File: config.mk
export PLATFORM = sky130hd
export DESIGN_NAME = sr_cmd_gen
export DESIGN_NICKNAME = d
export VERILOG_FILES = /design/src/rtl/sr_cmd_gen.sv
export SDC_FILE = /design/constraint.sdc
export NUM_CORES = 1
export LEC_CHECK = 0
export CORE_AREA = 2 2 39 41
export CTS_CLUSTER_SIZE = 16
export DETAILED_ROUTE_END_ITERATION = 10
export DIE_AREA = 0 0 41 43
export PLACE_DENSITY = 0.76
export SYNTH_ARGS = -nofsm -noshare
export SYNTH_HDL_FRONTEND = slang
export SYNTH_SLANG_ARGS = --single-unit
File: constraint.sdc
create_clock -name CLK -period 1.5 [get_ports CLK]
set_input_delay 0.225 -clock CLK [delete_from_list [all_inputs] [get_ports CLK]]
set_output_delay 0.225 -clock CLK [all_outputs]
set_load 0.02 [all_outputs]
File: src/rtl/sr_cmd_gen.sv
// -----------------------------------------------------------------------------
// sr_cmd_gen
//   Command stage in front of the lab SR flip-flop. Two raw push buttons
//   (set, reset) are each synchronised into the CLK domain and debounced with
//   a stable-count filter. A debounced rising edge becomes a one-cycle
//   S or R pulse. If both rise together, set wins, matching the set
//   priority of the downstream SR stage.
//
//   Parameters
//     DB_CYCLES : consecutive cycles the synchronised input must disagree with
//                 its debounced level before the level flips (1..2**CNT_W-1)
//     CNT_W     : width of each debounce counter
//
//   Ports
//     CLK         in  rising-edge clock
//     rst         in  asynchronous, active-low reset
//     btn_set     in  raw set button (asynchronous, bouncy)
//     btn_reset   in  raw reset button (asynchronous, bouncy)
//     S           out one-cycle set pulse
//     R           out one-cycle reset pulse (never together with S)
//     set_level   out debounced level of btn_set
//     reset_level out debounced level of btn_reset
//     conflict    out one-cycle flag: both debounced rises in the same cycle
// -----------------------------------------------------------------------------

// -----------------------------------------------------------------------------
// sr_cmd_gen_db
//   One button channel: 2-flop synchroniser, stable-count debouncer and
//   rising-edge detector.
//
//   Ports
//     CLK   in  clock
//     rst   in  asynchronous, active-low reset
//     btn   in  raw button
//     level out debounced level
//     rise  out high for one cycle after level goes 0 -> 1
// -----------------------------------------------------------------------------
module sr_cmd_gen_db #(
   parameter int DB_CYCLES = 4,
   parameter int CNT_W     = 3
) (
   input  logic CLK,
   input  logic rst,
   input  logic btn,
   output logic level,
   output logic rise
);

   // Terminal count: the DB_CYCLES-th consecutive disagreeing cycle flips the
   // level, so the counter tops out at DB_CYCLES-1 and can never wrap.
   localparam logic [CNT_W-1:0] CNT_LAST = CNT_W'(DB_CYCLES - 1);

   logic             sync1;
   logic             sync2;
   logic             level_d;
   logic [CNT_W-1:0] cnt;

   // NOTE: every register here is reset, including the synchroniser, so a
   // button held through reset must re-debounce from a known zero state.
   always_ff @(posedge CLK or negedge rst) begin
      if (!rst) begin
         sync1   <= 1'b0;
         sync2   <= 1'b0;
         level   <= 1'b0;
         level_d <= 1'b0;
         cnt     <= '0;
      end else begin
         // NOTE: non-blocking assignments make sync2 take the old sync1, which
         // is what builds the two-stage synchroniser.
         sync1   <= btn;
         sync2   <= sync1;
         level_d <= level;
         if (sync2 != level) begin
            if (cnt == CNT_LAST) begin
               level <= ~level;
               cnt   <= '0;
            end else begin
               cnt <= cnt + CNT_W'(1);
            end
         end else begin
            // Any agreeing cycle restarts the stability count.
            cnt <= '0;
         end
      end
   end

   assign rise = level & ~level_d;

endmodule

module sr_cmd_gen #(
   parameter int DB_CYCLES = 4,
   parameter int CNT_W     = 3
) (
   input  logic CLK,
   input  logic rst,
   input  logic btn_set,
   input  logic btn_reset,
   output logic S,
   output logic R,
   output logic set_level,
   output logic reset_level,
   output logic conflict
);

   logic rise_set;
   logic rise_reset;

   sr_cmd_gen_db #(
      .DB_CYCLES (DB_CYCLES),
      .CNT_W     (CNT_W)
   ) u_db_set (
      .CLK   (CLK),
      .rst   (rst),
      .btn   (btn_set),
      .level (set_level),
      .rise  (rise_set)
   );

   sr_cmd_gen_db #(
      .DB_CYCLES (DB_CYCLES),
      .CNT_W     (CNT_W)
   ) u_db_reset (
      .CLK   (CLK),
      .rst   (rst),
      .btn   (btn_reset),
      .level (reset_level),
      .rise  (rise_reset)
   );

   // Registered pulse outputs. Set wins a simultaneous request; the conflict
   // flag records that a reset request was dropped in that cycle.
   always_ff @(posedge CLK or negedge rst) begin
      if (!rst) begin
         S        <= 1'b0;
         R        <= 1'b0;
         conflict <= 1'b0;
      end else begin
         S        <= rise_set;
         R        <= rise_reset & ~rise_set;
         conflict <= rise_set & rise_reset;
      end
   end

endmodule

==> impl_metrics.tcl <==
set metrics [dict create \
    core_um2 1384 \
    fin_crit_ns 1.421 \
    synthTopCellsByArea "dfrtp_1, nor3b_1, nor2b_4, ha_1, mux2_2" \
    die_area_um2 1763 \
    path_buf_inv 1 \
    worst-setup-path-type "flip-flop to primary output" \
    timing.critical_path.cells "clkdlybuf4s50_1" \
    crit_cells 1 \
    reg2reg_slack_ns 0.27 \
    numCtsBuffers 3 \
    area_delta_synth_final_pct 22.34 \
    crit_path_start "S" \
    antenna_found_initial 0 \
    post-route-worst-setup-slack_ns 0.07892 \
    dp_slack_ns 0.2588 \
    synth-simple-area-share_pct 16.60 \
    grtUsageTotal_pct 12.28 \
    r2r-start "u_db_reset.cnt[0]" \
    synthAdderAreaFrac_pct 4.255 \
    arrival_ns 1.20 \
    hold_path.class "input port to asynchronous set/reset pin" \
    run_status "completed" \
    cts_htree_levels 1 \
    grt_max_degree 18 \
    drcViolationCount 0 \
    ys_ff_latch 17 \
    critPathTopFamily "buffers and inverters" \
    peakVddDrop_v 0.0006600 \
    viasPerCell 4.683 \
    clk_pin_slew_ns 0.09 \
    synth-warning-count 0 \
    wl_per_cell_um 12.10 \
    yosys.area_share.xor_xnor_pct 2.979 \
    drtAntennaViolNets 0 \
    grt_pass1_wl_mm 1.317 \
    syn_area_per_cell_um2 17.30 \
    maxSlewHeadroom_pct 73.80 \
    cts-root-buf "clkbuf_4" \
    start_util_pct 42.50 \
    slowest_stage "clkdlybuf4s50_1" \
    overflow 0 \
    fp.dieH_um 43 \
    drive_gt1_share_pct 21.28 \
    wirelength_um 762 \
    critPathCaptureType "primary output" \
    setup_viol_count_final 0 \
    powerDensity_nw_per_um2 1809 \
    reg2regPathDepth 3 \
    syn_nets 40 \
    power.net_switching_w 0.0003939 \
    rsz0062_at_grt "no" \
    power_w 0.001301 \
    synth_top_area_cell "dfrtp_1" \
    multi_input_area_um2 162.7 \
    max_freq_ghz 0.7037 \
    crit_path_end "S" \
    regArea_um2 425.4 \
    fp.dieW_um 41 \
    io_pins 9 \
    muxShareOfSynthArea_pct 3.830 \
    fin_skew_ns 0.001974 \
    hold_violations 0 \
    cp_max_fo 1 \
    num_antenna_cells 0 \
    required_ns 1.27 \
    p_clk_share_pct 17.4 \
    cts_tree "done" \
    gp_congestion 0.6979 \
    finalNetCount 54 \
    yosys.area.top_type_share_pct 72.34 \
    intPower_w 0.0009073 \
    maxCapViolCount 0 \
    grt_pass1_vias 306 \
    period_share_pct 94.74 \
    tightest_slew_ns 0.3902 \
    clockBufferDepth 2 \
    critPathLaunchType "flip-flop" \
    leakage_nw 0.3311 \
    syn-cell-area_um2 588.1 \
    finalSetupTns_ns 0 \
    sequentialPowerShare_pct 51.2 \
    slowest_delay_ns 0.59 \
    combinationalPowerShare_pct 31.4 \
    postSynthCellCount 34 \
    swShare_pct 30.27 \
    timing.rr.end "u_db_reset.level" \
    finalMaxSlewViolations 0 \
    synth_top_family_by_area "simple AND/OR/NAND/NOR gates" \
    drt_iter0_markers 5 \
    drt-pass1-iter-count 2 \
    yosys.cell_types.count 10 \
    io_buffer_count 8 \
    fill_cells 122 \
    vias 295 \
    synth_compound_area_share_pct 0 \
    ys_seq_area_share_pct 72.34 \
    clock_latency_ns 0.28 \
    row_count 14 \
    clkSinkCount 17 \
]
-- synthesized netlist by cell type --
cell and instances:
dfrtp_1 17, nor3b_1 4, ha_1 2, mux2_2 2, nor2b_4 2, nor3_1 2
xnor2_1 2, and2b_1 1, and3b_2 1, nor3b_2 1
-- cells by family after synthesis --
logic type,Yosys count
xor+xnor,2
fa+ha+maj,2
flops,17
mux,2
simple gates,11
-- repair_timing --
item	4_1_cts	5_1_grt
endpoints found under the setup margin	2	0
buffers inserted	0	0
gates resized for setup	2	0
hold buffers	0	0
-- placed cells by master (no fill, tap or decap), drive strengths merged, types with 2 or more instances in the layout --
| cell type | count |
|---|---|
| ha | 2 |
| dfrtp | 17 |
| nor3 | 2 |
| dlygate4sd2 | 2 |
| nor2b | 2 |
| nor3b | 5 |
| xnor2 | 2 |
| clkbuf | 4 |
| mux2 | 2 |
| clkdlybuf4s50 | 6 |
-- per-stage QoR --
stage	instance area (µm²)	utilization [%]	instances	hold WS (ns)
2_1_floorplan	588.1	-	34	-0.07059
3_3_place_gp	695.7	50.27	59	0.3354
3_5_place_dp	695.7	50.27	59	0.3411
4_1_cts	719.4	51.99	63	0.2555
5_1_grt	719.4	51.99	63	0.2583
6_report	719.4	51.99	63	0.2587
-- area by class of cell --
type                            instances  area share, %
Tap cell                               16          2.783
Timing Repair Buffer                    9          11.83
Multi-Input combinational cell         17          22.61
Clock buffer                            4          3.652
Sequential cell                        17          59.13
-- metal layers --
layer / routed length [µm] / vias to the layer above / track usage [%]
met5: 0 / - / 0
met4: 0 / 0 / 10.00
met3: 40 / 0 / 4.712
met2: 409 / 7 / 18.75
met1: 312 / 148 / 12.32
li1: - / 140 / -
-- how the worst min path moves through the flow --
| stage | to | slack [ns] | cells past startpoint |
|---|---|---|---|
| global placement | u_db_set.sync2 | 0.34 | 0 |
| finish | S | 0.26 | 2 |
| detailed placement | u_db_reset.sync2 | 0.34 | 0 |
| CTS | conflict | 0.26 | 2 |
| global route | u_db_set.cnt[0] | 0.26 | 2 |
| floorplan | R | -0.07 | 0 |
-- flip-flops by register name, indices dropped and copies added, names as in the netlist --
name / flops
u_db_reset.sync1: 1
u_db_reset.level_d: 1
u_db_reset.sync2: 1
R: 1
u_db_set.level_d: 1
u_db_set.cnt: 3
u_db_set.sync2: 1
u_db_reset.cnt: 3
conflict: 1
u_db_set.sync1: 1
u_db_reset.level: 1
u_db_set.level: 1
S: 1
-- power groups by stage --
stage	Combinational (W)	Sequential, W	Clock, W
2_1_floorplan	0.000184	0.000737	0
3_3_place_gp	0.000421	0.000668	0
3_5_place_dp	0.000438	0.000680	0
4_1_cts	0.000419	0.000669	0.000245
5_1_grt	0.000452	0.000685	0.000265
6_report	0.000408	0.000666	0.000227
(Power assumes the default switching activity.)
